File: config.mk
export PLATFORM = sky130hd
export DESIGN_NAME = sram_march_bist
export DESIGN_NICKNAME = d
export VERILOG_FILES = /design/src/rtl/sram_bist_pkg.sv /design/src/rtl/bist_addr_gen.sv /design/src/rtl/sram_march_bist.sv
export SDC_FILE = /design/constraint.sdc
export NUM_CORES = 1
export LEC_CHECK = 0
export ABC_AREA = 1
export ABC_CLOCK_PERIOD_IN_PS = 3300
export CAP_MARGIN = 20
export CELL_PAD_IN_SITES_DETAIL_PLACEMENT = 1
export CELL_PAD_IN_SITES_GLOBAL_PLACEMENT = 1
export CORE_UTILIZATION = 38
export CTS_BUF_LIST = sky130_fd_sc_hd__clkbuf_16
export CTS_CLUSTER_DIAMETER = 120
export DETAILED_ROUTE_END_ITERATION = 8
export GPL_ROUTABILITY_DRIVEN = 1
export HOLD_SLACK_MARGIN = 0.12
export PLACE_DENSITY_LB_ADDON = 0.05
export SYNTH_ARGS = -nofsm -noshare
export SYNTH_HDL_FRONTEND = slang
export SYNTH_SLANG_ARGS = --single-unit
File: constraint.sdc
create_clock -name clk -period 3.3 [get_ports clk]
set_input_delay 0.66 -clock clk [delete_from_list [all_inputs] [get_ports clk]]
set_output_delay 0.66 -clock clk [all_outputs]
set_load 0.005 [all_outputs]
File: src/rtl/sram_bist_pkg.sv
// Shared types for the SRAM march BIST.
// Holds the FSM state enum, the march element and phase enums, and a
// helper that gives the run length of a passing test for an address width.
package sram_bist_pkg;

  typedef enum logic [1:0] {IDLE, RUN, DONE} state_t;

  // March C- style elements: M0 up(w0), M1 up(r0,w1), M2 up(r1,w0),
  // M3 down(r0,w1), M4 down(r1,w0), M5 down(r0)
  typedef enum logic [2:0] {M0, M1, M2, M3, M4, M5} elem_t;

  // R = read, W = write (compare + write), C = compare only
  typedef enum logic [1:0] {PH_R, PH_W, PH_C} phase_t;

  // One cycle per address in M0, two per address in M1..M5
  function automatic int unsigned total_cycles(input int unsigned addr_w);
    return 32'd11 * (32'd1 << addr_w);
  endfunction

endpackage

File: src/rtl/bist_addr_gen.sv
// Up/down address counter for the march BIST.
// Ports: clk, rst (sync, active high), load (restart at first address of
// the direction given by load_down), step (advance one address),
// addr (current address), last (addr is the final address in this direction).
module bist_addr_gen #(
  parameter int unsigned ADDR_W = 3
) (
  input  logic              clk,
  input  logic              rst,
  input  logic              load,
  input  logic              load_down,
  input  logic              step,
  output logic [ADDR_W-1:0] addr,
  output logic              last
);

  logic down;

  // Direction is latched on load so step needs no direction input
  always_ff @(posedge clk) begin
    if (rst) begin
      addr <= '0;
      down <= 1'b0;
    end else if (load) begin
      down <= load_down;
      addr <= load_down ? '1 : '0;
    end else if (step) begin
      addr <= down ? (addr - ADDR_W'(1)) : (addr + ADDR_W'(1));
    end
  end

  assign last = down ? (addr == '0) : (addr == '1);

endmodule

File: src/rtl/sram_march_bist.sv
// March BIST controller for a single-port SRAM with registered read data.
// Ports: clk, rst (sync, active high), start (test request, sampled in
// IDLE/DONE), mem_wr/mem_addr/mem_din (SRAM command), mem_dout (SRAM read
// data, valid the cycle after a read), busy/done/fail (status), and
// fail_elem/fail_addr/fail_exp/fail_act (first-mismatch record).
module sram_march_bist
  import sram_bist_pkg::*;
#(
  parameter int unsigned ADDR_W = 3,
  parameter int unsigned DATA_W = 4
) (
  input  logic              clk,
  input  logic              rst,
  input  logic              start,
  output logic              mem_wr,
  output logic [ADDR_W-1:0] mem_addr,
  output logic [DATA_W-1:0] mem_din,
  input  logic [DATA_W-1:0] mem_dout,
  output logic              busy,
  output logic              done,
  output logic              fail,
  output logic [2:0]        fail_elem,
  output logic [ADDR_W-1:0] fail_addr,
  output logic [DATA_W-1:0] fail_exp,
  output logic [DATA_W-1:0] fail_act
);

  localparam logic [DATA_W-1:0] ZEROS = '0;
  localparam logic [DATA_W-1:0] ONES  = '1;

  state_t            state;
  elem_t             elem;
  phase_t            phase;
  logic              load_c;
  logic              load_down_c;
  logic              step_c;
  logic              last_c;
  logic              compare_c;
  logic              mismatch_c;
  logic [DATA_W-1:0] exp_c;
  logic [DATA_W-1:0] wpat_c;

  bist_addr_gen #(.ADDR_W(ADDR_W)) u_addr_gen (
    .clk       (clk),
    .rst       (rst),
    .load      (load_c),
    .load_down (load_down_c),
    .step      (step_c),
    .addr      (mem_addr),
    .last      (last_c)
  );

  // Expected read value, write pattern, compare point and address control
  always_comb begin
    load_c      = 1'b0;
    load_down_c = 1'b0;
    step_c      = 1'b0;
    exp_c       = (elem == M2 || elem == M4) ? ONES : ZEROS;
    wpat_c      = (elem == M1 || elem == M3) ? ONES : ZEROS;
    // Read data from the R cycle is on mem_dout during the following W/C cycle
    compare_c   = (state == RUN) &&
                  ((phase == PH_W && elem != M0) || phase == PH_C);
    mismatch_c  = compare_c && (mem_dout != exp_c);
    case (state)
      IDLE, DONE: begin
        if (start) load_c = 1'b1;
      end
      RUN: begin
        if (mismatch_c) begin
          load_c = 1'b1;                       // park address at 0
        end else if (phase != PH_R) begin
          if (last_c) begin
            load_c      = 1'b1;
            // M3..M5 run downwards; leaving M5 parks at 0
            load_down_c = (elem == M2 || elem == M3 || elem == M4);
          end else begin
            step_c = 1'b1;
          end
        end
      end
      default: ;
    endcase
  end

  // Control FSM with registered SRAM command and status outputs
  always_ff @(posedge clk) begin
    if (rst) begin
      state     <= IDLE;
      elem      <= M0;
      phase     <= PH_R;
      mem_wr    <= 1'b0;
      mem_din   <= '0;
      busy      <= 1'b0;
      done      <= 1'b0;
      fail      <= 1'b0;
      fail_elem <= '0;
      fail_addr <= '0;
      fail_exp  <= '0;
      fail_act  <= '0;
    end else begin
      case (state)
        IDLE, DONE: begin
          if (start) begin
            state     <= RUN;
            elem      <= M0;
            phase     <= PH_W;
            mem_wr    <= 1'b1;
            mem_din   <= ZEROS;
            busy      <= 1'b1;
            done      <= 1'b0;
            fail      <= 1'b0;
            fail_elem <= '0;
            fail_addr <= '0;
            fail_exp  <= '0;
            fail_act  <= '0;
          end
        end
        RUN: begin
          if (mismatch_c) begin
            state     <= DONE;
            mem_wr    <= 1'b0;
            mem_din   <= '0;
            busy      <= 1'b0;
            done      <= 1'b1;
            fail      <= 1'b1;
            fail_elem <= elem;
            fail_addr <= mem_addr;
            fail_exp  <= exp_c;
            fail_act  <= mem_dout;
          end else if (phase == PH_R) begin
            phase   <= (elem == M5) ? PH_C : PH_W;
            mem_wr  <= (elem != M5);
            mem_din <= (elem == M5) ? ZEROS : wpat_c;
          end else begin
            phase   <= PH_R;
            mem_wr  <= 1'b0;
            mem_din <= '0;
            if (last_c) begin
              if (elem == M5) begin
                state <= DONE;
                busy  <= 1'b0;
                done  <= 1'b1;
              end else begin
                elem <= elem_t'(3'(elem) + 3'd1);
              end
            end else if (elem == M0) begin
              // M0 is write-only: stay in W for the next address
              phase  <= PH_W;
              mem_wr <= 1'b1;
            end
          end
        end
        default: state <= IDLE;
      endcase
    end
  end

endmodule
=== Word level (Yosys, flattened, before mapping) ===
Index checks and enable logic that the tools add are counted.

* Bits in registers: 33
* Input bits: 7
* Output and inout port bits: 25
* Logic and storage cells: 131

* $add $sub $neg: 3
* Eq/ne operators: 21
* Muxes and demuxes: 70
* Reductions and logical operators: 23

{| class="wikitable"
|+ Operators by type and width
! operator !! number
|-
| 2-to-1 mux 3 bit || 11
|-
| 2-to-1 mux 4 bit || 8
|-
| 2-to-1 mux 1 bit || 30
|-
| one-hot mux 4 bit (2 select lines) || 3
|-
| one-hot mux 3 bit (2 select lines) || 3
|-
| 2-to-1 mux 2 bit || 8
|-
| inequality test 2 bit (second input constant) || 6
|-
| one-hot mux 1 bit (2 select lines) || 5
|-
| equality test 3 bit (second input constant) || 3
|-
| inequality test 3 bit (second input constant) || 3
|-
| one-hot mux 2 bit (2 select lines) || 2
|-
| adder 3 x 1 -> 3 bit (second input constant) || 2
|-
| equality test 3 x 2 -> 1 bit (second input constant) || 2
|-
| zero test 3 bit || 2
|-
| AND reduction 3 bit || 2
|-
| AND reduction 6 bit || 1
|-
| nonzero test 2 bit || 3
|-
| logical OR 1 bit || 5
|-
| AND reduction 5 bit || 1
|-
| equality test 2 x 1 -> 1 bit (second input constant) || 2
|-
| equality test 2 bit (second input constant) || 2
|-
| zero test 2 bit || 2
|-
| inequality test 4 bit || 1
|-
| AND reduction 4 bit || 1
|-
| other kinds (7) || 9
|}

=== Longest topological paths before layout ===
Gate-level depths: netlist of the first run.

* Depth after elaboration: 9
* Mapped depth: 13
* Depth with buffers taken out: 13

=== By module ===
Synthesis of the first run repeated with hierarchy kept, for this count alone.

* Cell total of the unflattened synthesis: 207
* Area total of the unflattened synthesis: 1496.4 sq um

{| class="wikitable"
|+ By module, submodules not included
! module !! instances !! cells an instance !! area an instance (sq um) !! seq. area each (sq um)
|-
| sram_march_bist || 1 || 167 || 1243.7 || 460.4
|-
| bist_addr_gen || 1 || 40 || 252.7 || 80.1
|}

=== Worst setup path after synthesis of the first run ===
Ideal clock, no wire load.

* Kind: input-to-reg
* From: input port start
* To: register elem[2]
* Setup time: 0.113 ns
* Arrival time: 1.517 ns
* Data required time: 3.187 ns
* Path slack: 1.670 ns
* Stages: 9
* Path buffers: 0
* Cells stage by stage: nand2_1 -> inv_1 -> nor2_1 -> inv_1 -> nand2_1 -> a21oi_4 -> o21ai_0 -> nand2_1 -> nor2_1

* Word-level cells in the longest chain between the ends: 2

{| class="wikitable"
|+ Ends and longest elaborated chain
! what !! RTL line !! RTL
|-
| start, declared || sram_march_bist.sv:14 || <nowiki>input logic start,</nowiki>
|-
| inequality test 2 bit (no source line) || - ||
|-
| AND reduction 6 bit (no source line) || - ||
|-
| end signal, assigned || sram_march_bist.sv:144 || <nowiki>elem <= elem_t'(3'(elem) + 3'd1);</nowiki>
|-
| end, declared || sram_march_bist.sv:32 || <nowiki>elem_t elem;</nowiki>
|}

No other way between the ends.
A chain may end at the register's enable or synchronous reset.

=== Final worst setup path of the first run ===
* From: input port mem_dout[2]
* To: register fail_addr[2]

* Word-level cells in the longest chain between the ends: 4

{| class="wikitable"
|+ Ends and longest elaborated chain
! what !! RTL line !! RTL
|-
| start, declared || sram_march_bist.sv:18 || <nowiki>input logic [DATA_W-1:0] mem_dout,</nowiki>
|-
| inequality test 4 bit || sram_march_bist.sv:63 || <nowiki>mismatch_c = compare_c && (mem_dout != exp_c);</nowiki>
|-
| logical AND 1 bit || sram_march_bist.sv:63 ||
|-
| inequality test 2 bit (no source line) || - ||
|-
| AND reduction 3 bit (no source line) || - ||
|-
| end signal, assigned || sram_march_bist.sv:127 || <nowiki>fail_addr <= mem_addr;</nowiki>
|-
| end, declared || sram_march_bist.sv:23 || <nowiki>output logic [ADDR_W-1:0] fail_addr,</nowiki>
|}

No other way between the ends.

==> results.json, run 1 <==
{
  "ys_seq_area_frac": 0.370,
  "grt-ovfl-total": 0,
  "powerDensity_nw_per_um2": 458,
  "rsz0062_at_grt": "false",
  "cp.required_ns": 3.48,
  "worst_slack_ns": 1.15,
  "max_freq_ghz": 0.465,
  "synthTopCellsByCount": "nand2_1 (47), dfxtp_1 (27), inv_1 (17)",
  "max_cap_violations": 0,
  "route.vias.total": 1287,
  "fp.dieArea_um2": 4090,
  "die_x_um": 64.0,
  "dp_slack_ns": 0.868,
  "ys_seq_elements": 27,
  "drtAntennaViolNets": 0,
  "hpwl_mm": 2.52,
  "grt_pass1_vias": 1258,
  "clkSinkCount": 27,
  "tightestPinTransition_ns": 0.728,
  "yosysTopAreaCellShare": 0.370,
  "gp_congestion": 0.864,
  "io-pin-count": 32,
  "syn_area_per_cell_um2": 7.60,
  "status": "complete, no violations",
  "final_layout_size_suffix_gt1_frac": 0.170,
  "syn_area_um2": 1460,
  "synth.most_common_cell": "nand2_1",
  "drcViolationCount": 0,
  "finalSetupViolCount": 0,
  "synthCells": 192,
  "synthArstFlopShare": 0,
  "synth_flop_cell": "dfxtp_1",
  "port_buffers": 31,
  "antenna_found_initial": 0,
  "ctsResizeCount": 0,
  "diodes": 0,
  "post-route-util": 0.503,
  "ys.warnings.count": 0,
  "start_kind": "input pin",
  "drt-total-wl_mm": 3.49,
  "critPathKind": "in -> reg",
  "finClkSkew_ns": 0.00211,
  "relSlewSlack": 0.513,
  "cp.arrival_ns": 2.33,
  "row_count": 22,
  "min_period_ns": 2.15,
  "synth_top_area_cell": "dfxtp_1",
  "seqCellArea_um2": 541,
  "num-fill-cells": 458,
  "hold_viol": 0,
  "num-nets-final": 232,
  "period_share": 0.651,
  "grt_max_degree": 17,
  "synthToLayoutAreaGrowth_pct": 26.3,
  "numCtsBuffers": 3,
  "multi_input_area_um2": 764,
  "synth_nets": 205,
  "synth-edff-count": 0,
  "wire_per_inst_um": 13.1,
  "leakage_nw": 0.717,
  "crit_path_end_kind": "register",
  "postCtsHoldBufs": 0,
  "peakVddDrop_mv": 0.182,
  "grt_pass1_wl_mm": 5.95,
  "clk_pin_slew_ns": 0.06,
  "insertion_delay_ns": 0.26,
  "htree_levels": 1,
  "vias_per_cell": 4.84,
  "first_pass_iters": 4,
  "cts_root_buffer": "clkbuf_16",
  "synth_area_leaders": "dfxtp_1 (37%), nand2_1 (12%), a21oi_2 (6.6%)",
  "drtIter0Drc": 24,
  "cts_setup_buffers": 0,
  "cp_max_fo": 12,
  "ys_types": 27,
  "slew_viol_final": 0,
  "grt.total_usage": 0.188,
  "coreArea_um2": 3660,
  "fin_setup_tns_ns": 0,
  "initial_core_util": 0.398,
  "tritoncts": "yes",
  "die_y_um": 64.0,
  "cts_buffer_depth": 2,
  "hold_path_class": "reg -> reg"
}
final timing paths:
check,start,to,slack (ns),cells past startpoint
worst max-delay path,mem_dout[2],fail_addr[2]$_SDFFE_PP0P_,1.15,9
worst min-delay path,fail_act[0]$_SDFFE_PP0P_,fail_act[0]$_SDFFE_PP0P_,0.46,2
worst max register to register,elem[0]$_SDFFE_PP0P_,fail_addr[2]$_SDFFE_PP0P_,1.26,11
worst min register to register,fail_act[0]$_SDFFE_PP0P_,fail_act[0]$_SDFFE_PP0P_,0.46,2
placed cells by master (no fill, tap or decap), types with 5 or more instances in the layout:
cell type and count:
clkdlybuf4s50_1 31, dfxtp_1 27, o21ai_0 6, nand2_1 47, ha_1 5, nand2_2 15
a21oi_2 11, inv_1 18, nand3_1 9, a21oi_1 13, nor2_1 15
through the flow:
step	hold WS, ns	power [W]	area (um2)	cells
2_1_floorplan	0.440	0.000514	1460	192
3_3_place_gp	0.450	0.000573	1760	262
3_5_place_dp	0.456	0.000577	1760	262
4_1_cts	0.468	0.000860	1840	266
5_1_grt	0.487	0.000902	1840	266
6_report	0.461	0.000845	1840	266
registers in the layout (all words and copies together) (netlist names), 2 cells and up:
register and count:
elem 3, fail_act 4, fail_addr 3, fail_elem 3, phase 2, state 2, u_addr_gen.addr 3
layer usage:
metal | global-route usage | vias up | part of all wire
li1 | - | 659 | -
met1 | 0.241 | 600 | 0.48
met2 | 0.326 | 23 | 0.48
met3 | 0.0232 | 5 | 0.027
met4 | 0.0597 | 0 | 0.012
met5 | 0 | - | 0
critical path, stage by stage:
cell	delay, ns
clkdlybuf4s50_1	0.52
nand4_1	0.13
nand2_2	0.08
nand2_2	0.06
nand2_4	0.13
inv_4	0.10
o21ai_4	0.42
nand2_2	0.09
a21oi_2	0.13
layout make-up:
type / instances / area share
well taps: 48 / 0.0326
clock buffers: 3 / 0.0407
repair buffers: 33 / 0.177
inverters: 19 / 0.0401
clock inverters: 1 / 0.00204
flip-flops and latches: 27 / 0.293
multi-input cells: 135 / 0.415
logic make-up (layout without fill, tap and decap cells):
logic type	Yosys count	count (layout)	synth area share
DFF	27	27	0.370
AOI/OAI and AO/OA	35	35	0.172
adders and majority gates	6	6	0.0566
xor gates and xnor gates	2	2	0.0120
and+or+nand+nor	92	92	0.283
buffers and inverters	30	56	0.105
power by group:
| group | internal [W] | leakage, nW | switching [W] |
|---|---|---|---|
| clock network | 0.000162 | 0.0423 | 0.000111 |
| logic | 0.0000814 | 0.455 | 0.000122 |
| registers | 0.000347 | 0.220 | 0.0000211 |
| total | 0.000591 | 0.717 | 0.000254 |
No activity file was read; power rests on OpenSTA's default activity.
==> run 2, diff against run 1 <==
--- a/config.mk
+++ b/config.mk
@@ -6,11 +6,11 @@
 export NUM_CORES = 1
 export LEC_CHECK = 0
 export ABC_AREA = 1
-export ABC_CLOCK_PERIOD_IN_PS = 3300
+export ABC_CLOCK_PERIOD_IN_PS = 1750
 export CAP_MARGIN = 20
 export CELL_PAD_IN_SITES_DETAIL_PLACEMENT = 1
 export CELL_PAD_IN_SITES_GLOBAL_PLACEMENT = 1
-export CORE_UTILIZATION = 38
+export CORE_UTILIZATION = 32
 export CTS_BUF_LIST = sky130_fd_sc_hd__clkbuf_16
 export CTS_CLUSTER_DIAMETER = 120
 export DETAILED_ROUTE_END_ITERATION = 8
==> constraint.sdc (replaced) <==
create_clock -name clk -period 1.75 [get_ports clk]
set_input_delay 0.35 -clock clk [delete_from_list [all_inputs] [get_ports clk]]
set_output_delay 0.35 -clock clk [all_outputs]
set_load 0.005 [all_outputs]
==> run 2 against run 1 <==
Sequential share of layout area down 3.3 points. Largest cell class unchanged. Hold slack worse by 0.051 ns. Critical path type is now reg -> reg. Total power up 110%. Register-to-register slack worse by 1.1 ns. Highest routed layer unchanged. Final area up 13%. Sequential cell count unchanged. Non-clock buffer count up 21. Critical endpoint is now u_addr_gen.addr[1]$_SDFFE_PP0P_.
==> results.json, run 2 (synthesis gave the netlist of run 1 again) <==
{
  "status": "complete, no violations",
  "insertion_delay_ns": 0.26,
  "hold_path_class": "in -> reg",
  "vias_per_cell": 4.77,
  "drtAntennaViolNets": 0,
  "peakVddDrop_mv": 0.423,
  "max_cap_violations": 0,
  "diodes": 0,
  "grt.total_usage": 0.184,
  "die_y_um": 69.5,
  "hold_ws_ns": 0.411,
  "cp.required_ns": 1.91,
  "cp.arrival_ns": 1.78,
  "row_count": 24,
  "drt-total-wl_mm": 3.96,
  "gp_congestion": 0.805,
  "period_share": 0.922,
  "tritoncts": "yes",
  "hold_viol": 0,
  "num-fill-cells": 536,
  "fp.dieArea_um2": 4830,
  "mostFrequentLayoutCells": "nand2_1 (42), clkdlybuf4s50_1 (29), dfxtp_1 (25)",
  "htree_levels": 1,
  "port_buffers": 31,
  "relSlewSlack": 0.799,
  "crit_path_end_kind": "register",
  "antenna_found_initial": 0,
  "initial_core_util": 0.335,
  "first_pass_iters": 4,
  "grt-ovfl-total": 0,
  "grt_max_degree": 15,
  "critPathKind": "reg -> reg",
  "start_kind": "register",
  "coreArea_um2": 4350,
  "max_freq_ghz": 0.620,
  "layout.cells.non_filler": 291,
  "num-nets-final": 253,
  "clkSinkCount": 27,
  "clk_pin_slew_ns": 0.07,
  "cp_max_fo": 8,
  "hold_depth": 3,
  "drtIter0Drc": 23,
  "postCtsHoldBufs": 0,
  "wire_per_inst_um": 13.6,
  "finalSetupViolCount": 0,
  "numCtsBuffers": 3,
  "largest_reg_flops": 4,
  "r2r_cells": 10,
  "cts_buffer_depth": 2,
  "largest_register": "fail_act",
  "io-pin-count": 32,
  "dp_cells": 283,
  "leakage_nw": 0.857,
  "synthToLayoutAreaGrowth_pct": 42.9,
  "finClkSkew_ns": 0.00241,
  "tightestPinTransition_ns": 0.299,
  "powerDensity_nw_per_um2": 832,
  "min_period_ns": 1.61,
  "die_x_um": 69.5,
  "rsz0062_at_grt": "false",
  "grt_pass1_wl_mm": 6.96,
  "route.vias.total": 1389,
  "final_layout_size_suffix_gt1_frac": 0.293,
  "cts_root_buffer": "clkbuf_16",
  "slew_viol_final": 0,
  "layout_commonest_cell": "nand2_1",
  "grt_pass1_vias": 1488,
  "drcViolationCount": 0,
  "hpwl_mm": 3.07
}
==> run 2: cell count changes in the layout (fill, tap and decap cells not counted), moves of 2 or more <==
cell,delta
buf_4,+19
nand2_1,-5
nand2_2,+4
clkdlybuf4s50_1,-2
dfxtp_1,-2
dfxtp_2,+2
dlymetal6s2s_1,+2
ha_1,-2
ha_4,+2
inv_1,-2
inv_2,+2
==> run 2: final timing paths <==
check	from	endpoint	slack [ns]
max	elem[2]$_SDFFE_PP0P_	u_addr_gen.addr[1]$_SDFFE_PP0P_	0.14
min	mem_dout[1]	fail_act[1]$_SDFFE_PP0P_	0.41
max reg2reg	elem[2]$_SDFFE_PP0P_	u_addr_gen.addr[1]$_SDFFE_PP0P_	0.14
min reg2reg	fail_elem[0]$_SDFFE_PP0P_	fail_elem[0]$_SDFFE_PP0P_	0.47
==> run 2: final cells by class <==
class / instances / area [um2] / area share
Inverter: 19 / 73.8 / 0.0354
Multi-Input combinational cell: 135 / 820 / 0.393
Tap cell: 52 / 65.1 / 0.0312
Timing Repair Buffer: 54 / 504 / 0.242
Sequential cell: 27 / 543 / 0.261
Clock inverter: 1 / 3.75 / 0.00180
Clock buffer: 3 / 75.1 / 0.0360
==> run 2: what timing repair did <==
action	in CTS	in global routing
endpoints found under the setup margin	5	10
cloned	0	0
setup buffers	1	3
pin swaps	2	12
resized for setup	4	15
==> run 2: worst max-delay path, cell delays in order, from the launching register on <==
cell	delay [ns]
dfxtp_1	0.46
inv_2	0.10
nand2_2	0.10
nand2_2	0.06
a21oi_4	0.15
nand2_4	0.12
buf_6	0.14
nand4_1	0.14
nand2_1	0.07
nor2_1	0.10
nor2_1	0.05
==> run 2: layer usage <==
| layer | routed length [um] | global-route usage | vias to the layer above |
|---|---|---|---|
| met1 | 1670 | 0.207 | 657 |
| met4 | 85 | 0.0703 | 0 |
| met3 | 103 | 0.0291 | 7 |
| li1 | - | - | 703 |
| met5 | 0 | 0 | - |
| met2 | 2110 | 0.342 | 22 |
==> run 2: stage by stage <==
stage	setup WS (ns)	util	TNS [ns]	area, um2	power, W
final	0.136	0.479	0	2080	0.00173
after global routing	0.00102	0.479	0	2080	0.00184
after CTS	0.0194	0.460	0	2000	0.00171
after detailed placement	-0.147	0.439	-2.10	1910	0.00117
after floorplan	0.128	-	0	1460	0.000969
after global placement	-0.0784	0.439	-0.666	1910	0.00115
==> run 2: where the power goes <==
part	switching (W)	internal (W)	total [W]	leakage, nW
logic	0.000275	0.000245	0.000520	0.594
registers	0.0000367	0.000656	0.000693	0.221
clock network	0.000216	0.000306	0.000522	0.0423
==> run 3, diff against run 2 <==
--- a/config.mk
+++ b/config.mk
@@ -6,7 +6,6 @@
 export NUM_CORES = 1
 export LEC_CHECK = 0
 export ABC_AREA = 1
-export ABC_CLOCK_PERIOD_IN_PS = 1750
 export CAP_MARGIN = 20
 export CELL_PAD_IN_SITES_DETAIL_PLACEMENT = 1
 export CELL_PAD_IN_SITES_GLOBAL_PLACEMENT = 1
@@ -17,6 +16,7 @@
 export GPL_ROUTABILITY_DRIVEN = 1
 export HOLD_SLACK_MARGIN = 0.12
 export PLACE_DENSITY_LB_ADDON = 0.05
+export REMOVE_ABC_BUFFERS = 1
 export SYNTH_ARGS = -nofsm -noshare
 export SYNTH_HDL_FRONTEND = slang
 export SYNTH_SLANG_ARGS = --single-unit
==> run 3 against run 2 <==
Register-to-register slack got worse by 0.05 ns. Sequential cell count did not move. Die area did not move. Clock-buffer cell count did not move. Global-route usage fell by 0.89 points. Non-clock buffer count fell by 3. Core utilization fell by 0.72 points. Critical path depth rose by 2. Critical path type unchanged. Critical endpoint is now fail_act[3]$_SDFFE_PP0P_.
==> results.json, run 3 (synthesis gave the netlist of run 1 again) <==
{
  "status": "complete, no violations",
  "startpoint": "elem[1]$_SDFFE_PP0P_",
  "htree_levels": 1,
  "row_count": 24,
  "powerDensity_nw_per_um2": 843,
  "max_freq_ghz": 0.603,
  "first_pass_iters": 4,
  "wl_met1_mm": 1.76,
  "max_cap_violations": 0,
  "worst_slack_ns": 0.0906,
  "tightestPinTransition_ns": 0.330,
  "hold_ws_ns": 0.414,
  "mostFrequentLayoutCells": "nand2_1 (43), clkdlybuf4s50_1 (30), dfxtp_1 (25)",
  "initial_core_util": 0.335,
  "io-pin-count": 32,
  "clk_pin_slew_ns": 0.07,
  "finalSetupViolCount": 0,
  "layout_commonest_cell": "nand2_1",
  "top_layer": "met4",
  "min_period_ns": 1.66,
  "start_kind": "register",
  "grt_pass1_vias": 1453,
  "r2r-start": "elem[1]$_SDFFE_PP0P_",
  "cp_max_fo": 8,
  "synthToLayoutAreaGrowth_pct": 40.7,
  "coreArea_um2": 4350,
  "drcViolationCount": 0,
  "relSlewSlack": 0.777,
  "clkSinkCount": 27,
  "wl_met2_mm": 2.05,
  "met3_length_um": 127,
  "period_share": 0.948,
  "drtAntennaViolNets": 0,
  "multi_input_area_um2": 792,
  "hold_viol": 0,
  "drt-total-wl_mm": 3.97,
  "postCtsHoldBufs": 0,
  "num-fill-cells": 555,
  "grt_pass1_wl_mm": 6.85,
  "cts_root_buffer": "clkbuf_16",
  "route.vias.total": 1376,
  "crit_path_end_kind": "register",
  "layout.cells.non_filler": 288,
  "final_layout_size_suffix_gt1_frac": 0.280,
  "tritoncts": "yes",
  "wire_per_inst_um": 13.8,
  "grt_max_degree": 15,
  "die_y_um": 69.5,
  "antenna_found_initial": 0,
  "grt-ovfl-total": 0,
  "dp_cells": 281,
  "grt.total_usage": 0.175,
  "cts_buffer_depth": 2,
  "port_buffers": 31,
  "hpwl_mm": 3.06,
  "insertion_delay_ns": 0.26,
  "placed_cell_area_um2": 1890,
  "drtIter0Drc": 35,
  "fin_area_um2": 2050,
  "leakage_nw": 0.828,
  "gp_congestion": 0.826,
  "worst_hold_startpoint": "mem_dout[0]",
  "fp.dieArea_um2": 4830,
  "numCtsBuffers": 3,
  "slew_viol_final": 0,
  "cp.arrival_ns": 1.86,
  "cp.required_ns": 1.95,
  "peakVddDrop_mv": 0.549,
  "seqCellArea_um2": 543,
  "die_x_um": 69.5,
  "critPathKind": "reg -> reg",
  "dp_slack_ns": -0.127,
  "largest_register": "fail_act",
  "hold_path_class": "in -> reg",
  "diodes": 0,
  "finClkSkew_ns": 0.00244,
  "vias_per_cell": 4.78,
  "post-route-util": 0.472,
  "num-nets-final": 250,
  "largest_reg_flops": 4
}
[run 3: final timing paths]
check             slack (ns)  cells after the start                       end
setup / recovery        0.09                     12  fail_act[3]$_SDFFE_PP0P_
hold / removal          0.41                      3  fail_act[0]$_SDFFE_PP0P_
setup reg to reg        0.09                     12  fail_act[3]$_SDFFE_PP0P_
hold reg to reg         0.46                      2  fail_act[1]$_SDFFE_PP0P_
[run 3: area by class of cell]
class,count,area share
Tap cell,52,0.0317
Timing Repair Buffer,51,0.244
Multi-Input combinational cell,135,0.386
Sequential cell,27,0.264
Clock buffer,3,0.0366
Clock inverter,1,0.00183
Inverter,19,0.0360
[run 3: routing by layer]
layer  up-vias  track usage
li1        697            -
met1       653        0.209
met2        24        0.321
met3         2       0.0392
met4         0       0.0272
met5         -            0
[run 3: report_power, final]
part / total (W) / internal (W) / switching [W]
sequential: 0.000693 / 0.000656 / 0.0000369
combinational: 0.000519 / 0.000250 / 0.000269
clock: 0.000519 / 0.000306 / 0.000213
[run 3: what timing repair did]
item	in CTS	in global routing
setup endpoints to repair	0	22
resized for setup	0	17
setup buffers	0	2
[run 3: worst max-delay path, stage by stage (launching register included)]
cell       delay, ns
dfxtp_2         0.33
buf_6           0.12
ha_2            0.17
nand2_2         0.08
nand2_2         0.06
nand2_2         0.06
nand2_2         0.06
nand2_4         0.13
inv_4           0.05
o21ai_4         0.18
clkbuf_16       0.19
nand2_2         0.05
a21oi_2         0.11
[run 3: stage by stage]
| stage | TNS (ns) | total power (W) |
|---|---|---|
| after detailed placement | -1.60 | 0.00117 |
| final | 0 | 0.00173 |
| after floorplan | -0.288 | 0.000941 |
| after global routing | -0.0987 | 0.00185 |
| after CTS | 0 | 0.00171 |
| after global placement | -1.08 | 0.00115 |
